==> src/rtl/tag_sram_ctrl_pkg.sv <==
// Shared definitions for the tag store controller.
// Holds the default geometry, the grant encoding used by the round-robin
// arbiter, the controller state encoding, and the {valid, tag} entry layout.
package tag_sram_ctrl_pkg;

  localparam int CACHE_SET_BITS_DEFAULT = 2;
  localparam int CACHE_TAG_BITS_DEFAULT = 24;

  // Bit positions in the arbiter's req/gnt vectors.
  localparam int GNT_LK = 0;
  localparam int GNT_WR = 1;

  typedef enum logic {
    ST_INIT = 1'b0,
    ST_RUN  = 1'b1
  } state_t;

  // Entries are stored as {valid, tag}, so the valid bit sits just above the tag.
  function automatic int entry_valid_bit(input int tag_bits);
    return tag_bits;
  endfunction

endpackage

==> src/rtl/tag_sram_ctrl_if.sv <==
// Bus bundle between the cache datapath, the tag store controller and the
// single-port tag SRAM.
//
// Handshakes: a request (lk_*, wr_*) transfers in a cycle where both valid
// and ready are high. Ready may depend combinationally on the other
// requester's valid but never on its own valid. Lookup responses have no
// ready: lk_resp_valid is a one-cycle pulse that must be consumed.
//
// Modports:
//   slave  - the controller (tag_sram_ctrl)
//   master - the cache datapath and SRAM side that surround it
interface tag_sram_ctrl_if
  import tag_sram_ctrl_pkg::*;
#(
  parameter int CACHE_SET_BITS = CACHE_SET_BITS_DEFAULT,
  parameter int CACHE_TAG_BITS = CACHE_TAG_BITS_DEFAULT
);

  logic                      lk_valid;
  logic                      lk_ready;
  logic [CACHE_SET_BITS-1:0] lk_set;
  logic [CACHE_TAG_BITS-1:0] lk_tag;
  logic                      lk_resp_valid;
  logic                      lk_hit;
  logic [CACHE_TAG_BITS-1:0] lk_resp_tag;

  logic                      wr_valid;
  logic                      wr_ready;
  logic [CACHE_SET_BITS-1:0] wr_set;
  logic [CACHE_TAG_BITS-1:0] wr_tag;
  logic                      wr_inval;

  logic                      init_done;

  logic                      sram_we;
  logic [CACHE_SET_BITS-1:0] sram_addr;
  logic [CACHE_TAG_BITS:0]   sram_din;
  logic [CACHE_TAG_BITS:0]   sram_dout;

  modport slave (
    input  lk_valid, lk_set, lk_tag,
    input  wr_valid, wr_set, wr_tag, wr_inval,
    input  sram_dout,
    output lk_ready, lk_resp_valid, lk_hit, lk_resp_tag,
    output wr_ready, init_done,
    output sram_we, sram_addr, sram_din
  );

  modport master (
    output lk_valid, lk_set, lk_tag,
    output wr_valid, wr_set, wr_tag, wr_inval,
    output sram_dout,
    input  lk_ready, lk_resp_valid, lk_hit, lk_resp_tag,
    input  wr_ready, init_done,
    input  sram_we, sram_addr, sram_din
  );

endinterface

==> src/rtl/tag_rr_arb.sv <==
// Two-requester round-robin arbiter for the tag SRAM port.
//
// Ports:
//   clk, reset_n - clock and asynchronous active-low reset
//   req[1:0]     - request per requester (GNT_LK / GNT_WR positions)
//   gnt[1:0]     - grant a requester would receive if it requested now;
//                  depends only on the other requester's req, so it can be
//                  used directly as a ready
//
// last_grant remembers who was served most recently; on contention the other
// requester wins. It resets to WR so a lookup wins the first contention.
module tag_rr_arb
  import tag_sram_ctrl_pkg::*;
(
  input  logic       clk,
  input  logic       reset_n,
  input  logic [1:0] req,
  output logic [1:0] gnt
);

  logic last_grant;

  always_comb begin
    gnt         = '0;
    gnt[GNT_LK] = ~req[GNT_WR] | (last_grant == 1'(GNT_WR));
    gnt[GNT_WR] = ~req[GNT_LK] | (last_grant == 1'(GNT_LK));
  end

  always_ff @(posedge clk or negedge reset_n) begin
    if (!reset_n) begin
      last_grant <= 1'(GNT_WR);
    end else if (req[GNT_LK] && gnt[GNT_LK]) begin
      last_grant <= 1'(GNT_LK);
    end else if (req[GNT_WR] && gnt[GNT_WR]) begin
      last_grant <= 1'(GNT_WR);
    end
  end

endmodule

==> src/rtl/tag_sram_ctrl.sv <==
// Sequencing and arbitration controller for the direct-mapped cache's
// single-port tag store.
//
// After reset it clears every entry (INIT), then shares the SRAM port between
// lookups and tag writes cycle by cycle (RUN), returning hit/miss one cycle
// after each accepted lookup.
//
// Ports:
//   clk, reset_n - clock and asynchronous active-low reset
//   bus          - tag_sram_ctrl_if.slave: lookup, write, init_done and SRAM
//   dbg_state    - current controller state
module tag_sram_ctrl
  import tag_sram_ctrl_pkg::*;
#(
  parameter int CACHE_SET_BITS = CACHE_SET_BITS_DEFAULT,
  parameter int CACHE_TAG_BITS = CACHE_TAG_BITS_DEFAULT
)(
  input  logic             clk,
  input  logic             reset_n,
  tag_sram_ctrl_if.slave   bus,
  output state_t           dbg_state
);

  localparam int N   = 1 << CACHE_SET_BITS;
  localparam int VLD = entry_valid_bit(CACHE_TAG_BITS);

  state_t                    state;
  // One bit wider than the set index so the terminal compare never wraps.
  logic [CACHE_SET_BITS:0]   clr_idx;
  logic                      init_done_q;
  logic                      resp_valid_q;
  logic [CACHE_TAG_BITS-1:0] lk_tag_q;
  logic [CACHE_SET_BITS-1:0] addr_q;

  logic                      run;
  logic [1:0]                req;
  logic [1:0]                gnt;
  logic                      lk_acc;
  logic                      wr_acc;

  logic                      sram_we_c;
  logic [CACHE_SET_BITS-1:0] sram_addr_c;
  logic [CACHE_TAG_BITS:0]   sram_din_c;

  assign run = (state == ST_RUN);

  always_comb begin
    req         = '0;
    req[GNT_LK] = bus.lk_valid & run;
    req[GNT_WR] = bus.wr_valid & run;
  end

  tag_rr_arb u_arb (
    .clk     (clk),
    .reset_n (reset_n),
    .req     (req),
    .gnt     (gnt)
  );

  assign bus.lk_ready = run & gnt[GNT_LK];
  assign bus.wr_ready = run & gnt[GNT_WR];
  assign lk_acc       = bus.lk_valid & bus.lk_ready;
  assign wr_acc       = bus.wr_valid & bus.wr_ready;

  // SRAM port is driven in the accept cycle so the access lands on the same
  // edge that accepts it. reset_n gates the sweep's write enable so the port
  // is quiet while reset is held.
  always_comb begin
    sram_we_c   = 1'b0;
    sram_addr_c = addr_q;
    sram_din_c  = '0;
    if (state == ST_INIT) begin
      sram_we_c   = reset_n;
      sram_addr_c = clr_idx[CACHE_SET_BITS-1:0];
    end else if (wr_acc) begin
      sram_we_c   = 1'b1;
      sram_addr_c = bus.wr_set;
      sram_din_c  = {~bus.wr_inval, bus.wr_tag};
    end else if (lk_acc) begin
      sram_addr_c = bus.lk_set;
    end
  end

  assign bus.sram_we   = sram_we_c;
  assign bus.sram_addr = sram_addr_c;
  assign bus.sram_din  = sram_din_c;

  always_ff @(posedge clk or negedge reset_n) begin
    if (!reset_n) begin
      state        <= ST_INIT;
      clr_idx      <= '0;
      init_done_q  <= 1'b0;
      resp_valid_q <= 1'b0;
      lk_tag_q     <= '0;
      addr_q       <= '0;
    end else begin
      addr_q       <= sram_addr_c;
      resp_valid_q <= lk_acc;
      if (lk_acc) begin
        lk_tag_q <= bus.lk_tag;
      end
      if (state == ST_INIT) begin
        clr_idx <= clr_idx + 1'b1;
        if (clr_idx == (CACHE_SET_BITS+1)'(N-1)) begin
          state       <= ST_RUN;
          init_done_q <= 1'b1;
        end
      end
    end
  end

  // sram_dout arrives one cycle after the read, i.e. in the response cycle,
  // so the compare is combinational against the captured lookup tag.
  assign bus.lk_resp_valid = resp_valid_q;
  assign bus.lk_resp_tag   = resp_valid_q ? bus.sram_dout[CACHE_TAG_BITS-1:0] : '0;
  assign bus.lk_hit        = resp_valid_q & bus.sram_dout[VLD] &
                             (bus.sram_dout[CACHE_TAG_BITS-1:0] == lk_tag_q);
  assign bus.init_done     = init_done_q;
  assign dbg_state         = state;

endmodule
==> src/flat_wrapper.sv <==
// flat-port wrapper written by rule: the top's interface ports become plain ports
module tag_sram_ctrl_flat import tag_sram_ctrl_pkg::*;
#(
  parameter int CACHE_SET_BITS = CACHE_SET_BITS_DEFAULT,
  parameter int CACHE_TAG_BITS = CACHE_TAG_BITS_DEFAULT
)
  (clk, reset_n, dbg_state, bus_lk_valid, bus_lk_set, bus_lk_tag, bus_wr_valid, bus_wr_set, bus_wr_tag, bus_wr_inval, bus_sram_dout, bus_lk_ready, bus_lk_resp_valid, bus_lk_hit, bus_lk_resp_tag, bus_wr_ready, bus_init_done, bus_sram_we, bus_sram_addr, bus_sram_din);
  tag_sram_ctrl_if #(.CACHE_SET_BITS(CACHE_SET_BITS), .CACHE_TAG_BITS(CACHE_TAG_BITS)) bus_i ();
  input  logic clk;
  input  logic reset_n;
  output state_t dbg_state;
  input wire logic [$bits(bus_i.lk_valid)-1:0] bus_lk_valid;
  input wire logic [$bits(bus_i.lk_set)-1:0] bus_lk_set;
  input wire logic [$bits(bus_i.lk_tag)-1:0] bus_lk_tag;
  input wire logic [$bits(bus_i.wr_valid)-1:0] bus_wr_valid;
  input wire logic [$bits(bus_i.wr_set)-1:0] bus_wr_set;
  input wire logic [$bits(bus_i.wr_tag)-1:0] bus_wr_tag;
  input wire logic [$bits(bus_i.wr_inval)-1:0] bus_wr_inval;
  input wire logic [$bits(bus_i.sram_dout)-1:0] bus_sram_dout;
  output wire logic [$bits(bus_i.lk_ready)-1:0] bus_lk_ready;
  output wire logic [$bits(bus_i.lk_resp_valid)-1:0] bus_lk_resp_valid;
  output wire logic [$bits(bus_i.lk_hit)-1:0] bus_lk_hit;
  output wire logic [$bits(bus_i.lk_resp_tag)-1:0] bus_lk_resp_tag;
  output wire logic [$bits(bus_i.wr_ready)-1:0] bus_wr_ready;
  output wire logic [$bits(bus_i.init_done)-1:0] bus_init_done;
  output wire logic [$bits(bus_i.sram_we)-1:0] bus_sram_we;
  output wire logic [$bits(bus_i.sram_addr)-1:0] bus_sram_addr;
  output wire logic [$bits(bus_i.sram_din)-1:0] bus_sram_din;
  assign bus_i.lk_valid = bus_lk_valid;
  assign bus_i.lk_set = bus_lk_set;
  assign bus_i.lk_tag = bus_lk_tag;
  assign bus_i.wr_valid = bus_wr_valid;
  assign bus_i.wr_set = bus_wr_set;
  assign bus_i.wr_tag = bus_wr_tag;
  assign bus_i.wr_inval = bus_wr_inval;
  assign bus_i.sram_dout = bus_sram_dout;
  assign bus_lk_ready = bus_i.lk_ready;
  assign bus_lk_resp_valid = bus_i.lk_resp_valid;
  assign bus_lk_hit = bus_i.lk_hit;
  assign bus_lk_resp_tag = bus_i.lk_resp_tag;
  assign bus_wr_ready = bus_i.wr_ready;
  assign bus_init_done = bus_i.init_done;
  assign bus_sram_we = bus_i.sram_we;
  assign bus_sram_addr = bus_i.sram_addr;
  assign bus_sram_din = bus_i.sram_din;
  tag_sram_ctrl #(.CACHE_SET_BITS(CACHE_SET_BITS), .CACHE_TAG_BITS(CACHE_TAG_BITS)) u_core (.clk(clk), .reset_n(reset_n), .bus(bus_i), .dbg_state(dbg_state));
endmodule
==> config.mk <==
export PLATFORM = sky130hd
export DESIGN_NAME = tag_sram_ctrl_flat
export DESIGN_NICKNAME = d
export VERILOG_FILES = /design/src/rtl/tag_sram_ctrl_pkg.sv /design/src/rtl/tag_sram_ctrl_if.sv /design/src/rtl/tag_rr_arb.sv /design/src/rtl/tag_sram_ctrl.sv /design/src/flat_wrapper.sv
export SDC_FILE = /design/constraint.sdc
export NUM_CORES = 1
export LEC_CHECK = 0
export ABC_AREA = 1
export CORE_ASPECT_RATIO = 0.6
export CORE_MARGIN = 4
export CORE_UTILIZATION = 33
export CTS_CLUSTER_SIZE = 16
export DETAILED_ROUTE_END_ITERATION = 6
export GPL_ROUTABILITY_DRIVEN = 0
export PLACE_DENSITY = 0.77
export SYNTH_ARGS = -nofsm -noshare
export SYNTH_HDL_FRONTEND = slang
export SYNTH_HIERARCHICAL = 1
export SYNTH_SLANG_ARGS = --single-unit
==> constraint.sdc <==
create_clock -name clk -period 1.46 [get_ports clk]
set_input_delay 0.292 -clock clk [delete_from_list [all_inputs] [get_ports clk]]
set_output_delay 0.292 -clock clk [all_outputs]
set_load 0.01 [all_outputs]
[Word-level counts from Yosys, hierarchy flattened]
Index checks and enable logic that the tools add are counted.
Cells by class
  bitwise gates (word level): 15
  equal/unequal tests: 2
  add/sub/neg operators: 1
  mux-type cells: 12
  reductions and logical operators: 4
Operators by type and width (count)
  $mux W25: 2
  $eq A24 B24 Y1: 1
  $mux W24: 1
  $and A1 B1 Y1: 8
  $mux W1: 6
  $mux W2: 3
  $not A1 Y1: 5
  $add A3 B1 Y3 const B: 1
  $eq A3 B2 Y1 const B: 1
  $logic_and A1 B1 Y1: 2
  $or A1 B1 Y1: 2
  $reduce_and A2 Y1: 1
  $reduce_bool A2 Y1: 1
Word-level totals
  register bits: 33

[Logic depth before layout (Yosys ltp)]
Gate-level depths: netlist of run 1.
  depth in word-level cells: 8
  mapped depth: 9
  mapped depth without buffers: 9

[Cells and area by module]
Netlist of run 1, hierarchy kept.
Modules (own cells, without submodules)
  tag_sram_ctrl: sequential area each 800.8 um2, area an instance 2155.8 um2, instances 1, cells an instance 361
  tag_rr_arb: sequential area each 26.3 um2, area an instance 53.8 um2, instances 1, cells an instance 7

[Worst setup path before layout of run 1]
Ideal clock, no wire load.
  path kind: flip-flop to output port
  start: reg u_core.u_arb.last_grant
  end: out bus_sram_addr[0]
  setup slack: -135 ps
  cell stages (with the launch flop): 8
  path buffers: 0
  arrival time: 1303 ps
  cells stage by stage: dfstp_2 -> inv_1 -> nand2_2 -> inv_2 -> nor2_4 -> nand2_1 -> a21o_1 -> a21oi_1
On the way
  cells in the longest elaborated chain, start to end: 6
  elaborated cells between the ends (all ways): 10
  classes of those cells: 3 x mux; 7 x bitwise
RTL lines
  start: declaration: line tag_rr_arb.sv:21  | logic last_grant;
  start signal: assignment: line tag_rr_arb.sv:31  | last_grant <= 1'(GNT_WR);
  start signal: assignment: line tag_rr_arb.sv:33  | last_grant <= 1'(GNT_LK);
  start signal: assignment: line tag_rr_arb.sv:35  | last_grant <= 1'(GNT_WR);
  $or A1 B1 Y1: line tag_rr_arb.sv:25  | gnt[GNT_LK] = ~req[GNT_WR] | (last_grant == 1'(GNT_WR));
  net u_core.gnt[0]: line tag_sram_ctrl.sv:37  | logic [1:0] gnt;
  $and A1 B1 Y1: line tag_sram_ctrl.sv:60  | assign bus.lk_ready = run & gnt[GNT_LK];
  $and A1 B1 Y1: line tag_sram_ctrl.sv:62  | assign lk_acc = bus.lk_valid & bus.lk_ready;
  $mux W2: line tag_sram_ctrl.sv:79  | end else if (lk_acc) begin
  $mux W2: line tag_sram_ctrl.sv:75  | end else if (wr_acc) begin
  $mux W2: line tag_sram_ctrl.sv:72  | if (state == ST_INIT) begin
  end: declaration: line flat_wrapper.sv:27  | output wire logic [$bits(bus_i.sram_addr)-1:0] bus_sram_addr;
The timed path passes the listed nets, and every way through them passes these cells.

[Final worst setup path of run 1]
Ends and elaborated chain as after synthesis.

==> results of run 1 <==
-- final cells by class --
class / instances / area (um^2)
fillers: 589 / 2160
repair buffers: 181 / 1630
multi-input cells: 226 / 1130
flip-flops and latches: 33 / 828
inverters: 98 / 368
well taps: 84 / 105
clock buffers: 6 / 72.6
clock inverters: 2 / 10.0
-- sequential cells by signal (all words and copies together), names as in the netlist --
| signal | cells |
|---|---|
| u_core/lk_tag_q | 24 |
| u_core/clr_idx | 3 |
| u_core/addr_q | 2 |
| u_core/bus.init_done | 1 |
| u_core/bus.lk_resp_valid | 1 |
| u_core/dbg_state | 1 |
| u_core/u_arb/last_grant | 1 |
-- final timing paths --
kind / endpoint / slack, ns / depth (start not counted)
setup / recovery: bus_sram_addr[0] / -0.44 / 8
hold / removal: u_core/lk_tag_q[11] / 0.08 / 2
setup reg to reg: u_core/lk_tag_q[3] / -0.05 / 7
hold reg to reg: u_core/bus.init_done / 0.45 / 1
max in group asynchronous: u_core/u_arb/last_grant / 1.04 / 2
min in group clk: u_core/bus.init_done / 0.45 / 1
-- stage by stage --
step / instance area (um^2) / util, % / std cells / total power, mW / setup slack (ns)
final: 4140 / 65.7 / 630 / 2.99 / -0.442
after global routing: 4140 / 65.7 / 630 / 3.19 / -0.548
after CTS: 3910 / 62.0 / 628 / 2.91 / -0.450
after detailed placement: 3830 / 60.8 / 605 / 2.19 / -0.889
after global placement: 3830 / 60.8 / 605 / 2.16 / -0.858
after floorplan: 2220 / - / 368 / 1.57 / -0.0420
-- cell usage in the layout (no fill, tap or decap), types with 5 or more instances in the layout --
cell type,n
buf_4,25
clkbuf_8,5
nand2_4,13
inv_2,24
clkdlybuf4s50_1,60
nor2_2,11
dlygate4sd2_1,19
buf_2,38
buf_6,32
nor2_1,32
inv_1,74
nand2_1,117
dfrtp_1,31
o21ai_0,18
nand2_2,17
-- per-layer routing --
layer | share of wire [%] | up-vias
met4 | 0.64 | 0
met2 | 48 | 60
met5 | 0 | -
met1 | 45 | 1197
li1 | - | 1390
met3 | 6.0 | 6
-- power breakdown --
| group | internal [mW] | switching [mW] | total (mW) |
|---|---|---|---|
| clock network | 0.331 | 0.346 | 0.676 |
| registers | 1.03 | 0.0720 | 1.11 |
| logic | 0.621 | 0.588 | 1.21 |
-- cell families after synthesis --
logic type / Yosys count / synth area share (%)
AND/OR/NAND/NOR: 195 / 34.1
AO/OA/AOI/OAI: 25 / 6.12
flip-flops: 33 / 37.4
adder cells (fa/ha/maj): 2 / 1.13
buffers and inverters: 109 / 19.6
XOR/XNOR: 4 / 1.59
-- repair_timing --
action | 4_1_cts | 5_1_grt
pin swaps | 16 | 9
setup buffers | 13 | 7
hold buffers | 0 | 0
gates cloned | 3 | 1
setup endpoints to repair | 69 | 80
endpoints found under the hold margin | 0 | 0
gates resized for setup | 287 | 82
==> flow_summary.ini, run 1 <==
[synthesis]
synth_area_um2 = 2210
synth_cells = 368
yosys-top-cells-count = nand2_1 (143), inv_1 (95), nor2_1 (44), dfrtp_1 (32), o21ai_0 (19)
netlist.area_leader.share_pct = 36.2
synthArstFlopShare_pct = 100
synth_edf_count = 0
synth_most_common_cell = nand2_1
synthDistinctLibCells = 20
synthFlopType = dfrtp_1
yosys_warnings = 6
syn_avg_cell_area_um2 = 6.00
synth_seq_area_share_pct = 37.4
synth_nets = 452
ys_seq_elements = 33
synth_top_area_cell = dfrtp_1
ys_top_cells_by_area = dfrtp_1 (36%), nand2_1 (24%), inv_1 (16%), nor2_1 (7.5%), o21ai_0 (4.3%)

[sta]
finalSetupViolations = 64
fin_tns_setup_ns = -12.54
fin_crit_sh_pct = 130
worst_hold_slack_ns = 0.0796
rsz0062_at_grt = true
fin_crit_ns = 1.90
fin_ws_ns = -0.442
hold_violations = 0
finalClockSkew_ns = 0.00670
fmax_mhz = 526
maxSlewViolCount = 0
slew_headroom_pct = 70.8
tightest_slew_ns = 0.438

[routing]
vias = 2653
wl_per_cell_um = 13.2
detail-route-antenna-nets = 0
viasPerCell = 4.21
drc = 0
drtIter0Drc = 84
routed_wl_um = 8290
dr.pass1.iters = 4

[placement]
port_buffers = 139
place_hpwl_um = 6070

[layout]
area_delta_synth_final_pct = 87.3
drive_gt1_share_pct = 33.0
antenna-diode-count = 0
nNetsFinal = 629

[worst_setup_path]
cp_max_fo = 3
path_delay_family = flip-flops
slowest_delay_ns = 0.55
cp.required_ns = 1.17
startpoint = u_core/u_arb/last_grant
crit_path_frequent_cell = inv_2
crit_chain = inv_2, nand2_4, inv_2, nor2_4, nand2_1, a21o_1, a21oi_2, buf_2
crit_path_start_kind = flip-flop
timing_worst_setup_path_type = flip-flop to output pin
critPathSlowestCell = dfstp_2
worstSetupEndpointType = output pin
crit_buf_inv = 3
r2r_start = u_core/u_arb/last_grant
crit_arrival_ns = 1.61

[power]
leakagePower_nw = 2.50
ir_drop_v = 0.000466
powerDensity_nw_per_um2 = 722

[min_path]
hp-class = input pin to async pin

[global_routing]
use_met2_pct = 32.0
grt_util_all_layers_pct = 19.6
grt_use_met3_pct = 5.06
grt_max_degree = 43
grt_pass1_vias = 2637
antenna_found_initial = 0
grtUsageMet1_pct = 27.0
grt-busiest-layer = met2
grt_pass1_wl_um = 12800
overflow = 0

[floorplanning]
io_pins = 140
rows = 22
die_w_um = 114
fp.dieH_um = 71.4
start_util_pct = 35.1
die_area_um2 = 8110
core-area_um2 = 6300

[cts]
clk_pin_slew_ns = 0.07
clock_latency_ns = 0.28
htreeDepth = 2
cts_sinks = 33
numCtsBuffers = 5
cts_tree = yes
cts-root-buf = clkbuf_8
cts_max_path_buffers = 2

[status]
violations = setup timing
outcome = finished, violations left

[job]
cap_violations = 0
(Power assumes the default switching activity.)
==> inputs of run 2 (changes only) <==
--- a/config.mk
+++ b/config.mk
@@ -11,7 +11,6 @@
 export CORE_UTILIZATION = 33
 export CTS_CLUSTER_SIZE = 16
 export DETAILED_ROUTE_END_ITERATION = 6
-export GPL_ROUTABILITY_DRIVEN = 0
 export PLACE_DENSITY = 0.77
 export SYNTH_ARGS = -nofsm -noshare
 export SYNTH_HDL_FRONTEND = slang
==> results of run 2 <==
No change in the layout: final DEF, timing and power equal those of run 1.
==> inputs of run 3 (changes only) <==
--- a/config.mk
+++ b/config.mk
@@ -12,6 +12,7 @@
 export CTS_CLUSTER_SIZE = 16
 export DETAILED_ROUTE_END_ITERATION = 6
 export PLACE_DENSITY = 0.77
+export REMOVE_ABC_BUFFERS = 1
 export SYNTH_ARGS = -nofsm -noshare
 export SYNTH_HDL_FRONTEND = slang
 export SYNTH_HIERARCHICAL = 1
==> run 3 against run 2 <==
Net effect: the flow still finishes with violations (setup timing); core utilization increased by 4.4 points; first-iteration DRC count increased by 43%; sequential power about the same; sequential cell count unchanged; critical path depth unchanged; largest power group unchanged.
==> flow_summary.ini, run 3 (synthesis results as in run 1) <==
[routing]
routed_wl_um = 8940
detail-route-antenna-nets = 0
wl_per_cell_um = 13.8
dr.pass1.iters = 4
viasPerCell = 4.28
vias = 2774
drc = 0
drtIter0Drc = 120

[floorplanning]
die_w_um = 114
rows = 22
start_util_pct = 35.1
core-area_um2 = 6300
fp.dieH_um = 71.4
die_area_um2 = 8110
io_pins = 140

[placement]
place_hpwl_um = 6090
port_buffers = 139
finalWeightedCongestion = 0.758
place_ws_ns = -0.933
postPlaceCellArea_um2 = 3820

[layout]
area_delta_synth_final_pct = 99.8
largest_reg_flops = 24
regMostFlops = u_core/lk_tag_q
final_common_cell = nand2_1
design_area_um2 = 4410
antenna-diode-count = 0
fillerInstances = 536
top_regs = u_core/lk_tag_q (24), u_core/clr_idx (3), u_core/addr_q (2)
nNetsFinal = 647
drive_gt1_share_pct = 34.9
layout_common_cells = nand2_1 (112), inv_1 (70), clkdlybuf4s50_1 (56)

[worst_setup_path]
startpoint = u_core/u_arb/last_grant
cp_max_fo = 3
crit_path_start_kind = flip-flop
r2r_slack_ns = 0
crit_arrival_ns = 1.67
timing_worst_setup_path_type = flip-flop to output pin
timing.rr.end = u_core/addr_q[1]
worstSetupEndpointType = output pin
cp.required_ns = 1.17
r2r_cells = 9
crit_end = bus_sram_addr[0]
r2r_start = u_core/dbg_state

[power]
power_mw = 3.20
p_clk_share_pct = 22.0
ir_drop_v = 0.000421
p_sw_mw = 1.03
pwr-share-comb_pct = 43.5
p_int_mw = 2.17
leakagePower_nw = 2.65
power_frac_seq_pct = 34.5
swShare_pct = 32.1
powerDensity_nw_per_um2 = 726

[sta]
slew_headroom_pct = 71.0
tightest_slew_ns = 0.435
maxSlewViolCount = 0
fmax_mhz = 511
finalClockSkew_ns = 0.00540
rsz0062_at_grt = true
hold_violations = 0
fin_ws_ns = -0.497
fin_crit_ns = 1.96
fin_crit_sh_pct = 134
finalSetupViolations = 56

[job]
cap_violations = 0

[cts]
cts_tree = yes
cts_sinks = 33
cts-root-buf = clkbuf_8
clk_pin_slew_ns = 0.07
numCtsBuffers = 5
cts_max_path_buffers = 2
clock_latency_ns = 0.28
htreeDepth = 2

[global_routing]
overflow = 0
grt_util_all_layers_pct = 21.1
grt_max_degree = 34
antenna_found_initial = 0
grt_pass1_wl_um = 13500
grt_pass1_vias = 2771

[status]
outcome = finished, violations left
violations = setup timing

[min_path]
hp-class = input pin to async pin
## run 3: final cells by class
type	instances	area [um^2]	share of cell area, %
sequential	33	828	18.8
inverter	98	368	8.33
tap	84	105	2.38
clock buffer	8	90.1	2.04
multi-input combinational	226	1120	25.5
timing repair buffer	199	1900	43.0
## run 3: stage by stage
stage | utilization, % | hold slack, ns | instances | TNS [ns]
finish | 70.0 | 0.116 | 648 | -14.24
global route | 70.0 | 0.143 | 648 | -17.52
CTS | 64.6 | 0.124 | 638 | -14.42
detailed placement | 60.6 | 0.428 | 603 | -34.43
global placement | 60.6 | 0.426 | 603 | -32.65
floorplan | - | -0.00359 | 357 | -11.98
## run 3: metal layers
metal	vias up	share of wire [%]	global-route usage [%]	wire length, um
met5	-	0	0	0
met4	0	1.1	4.53	102
met2	78	50	36.9	4430
met3	8	5.2	4.22	465
li1	1424	-	-	-
met1	1264	44	27.1	3940
## run 3: power groups by stage
stage	Sequential, mW	Combinational [mW]	Clock (mW)
2_1_floorplan	1.11	0.430	0
3_3_place_gp	1.10	1.06	0
3_5_place_dp	1.11	1.09	0
4_1_cts	1.10	1.22	0.723
5_1_grt	1.12	1.52	0.764
6_report	1.10	1.39	0.704
## run 3: repair_timing
item / in CTS / in global routing
gates cloned: 5 / 0
gates resized for setup: 307 / 89
buffers inserted: 22 / 13
pin swaps: 12 / 21
hold buffers: 0 / 0
endpoints found under the setup margin: 58 / 77
## run 3: critical path, stage by stage (launching register included)
cell and delay (ns):
dfstp_2 0.55, inv_2 0.05, nand2_4 0.08, inv_2 0.04
nor2_4 0.11, nand2_1 0.08, a21o_1 0.17, a21oi_2 0.16
buf_2 0.16
## run 3: worst min path at each step
| stage | depth (start not counted) | slack [ns] | end | start |
|---|---|---|---|---|
| floorplan | 0 | -0.004 | u_core/addr_q[0] | reset_n |
| global placement | 2 | 0.43 | u_core/lk_tag_q[10] | reset_n |
| detailed placement | 2 | 0.43 | u_core/lk_tag_q[10] | reset_n |
| CTS | 2 | 0.12 | u_core/lk_tag_q[5] | reset_n |
| global route | 2 | 0.14 | u_core/lk_tag_q[1] | reset_n |
| finish | 2 | 0.12 | u_core/lk_tag_q[1] | reset_n |
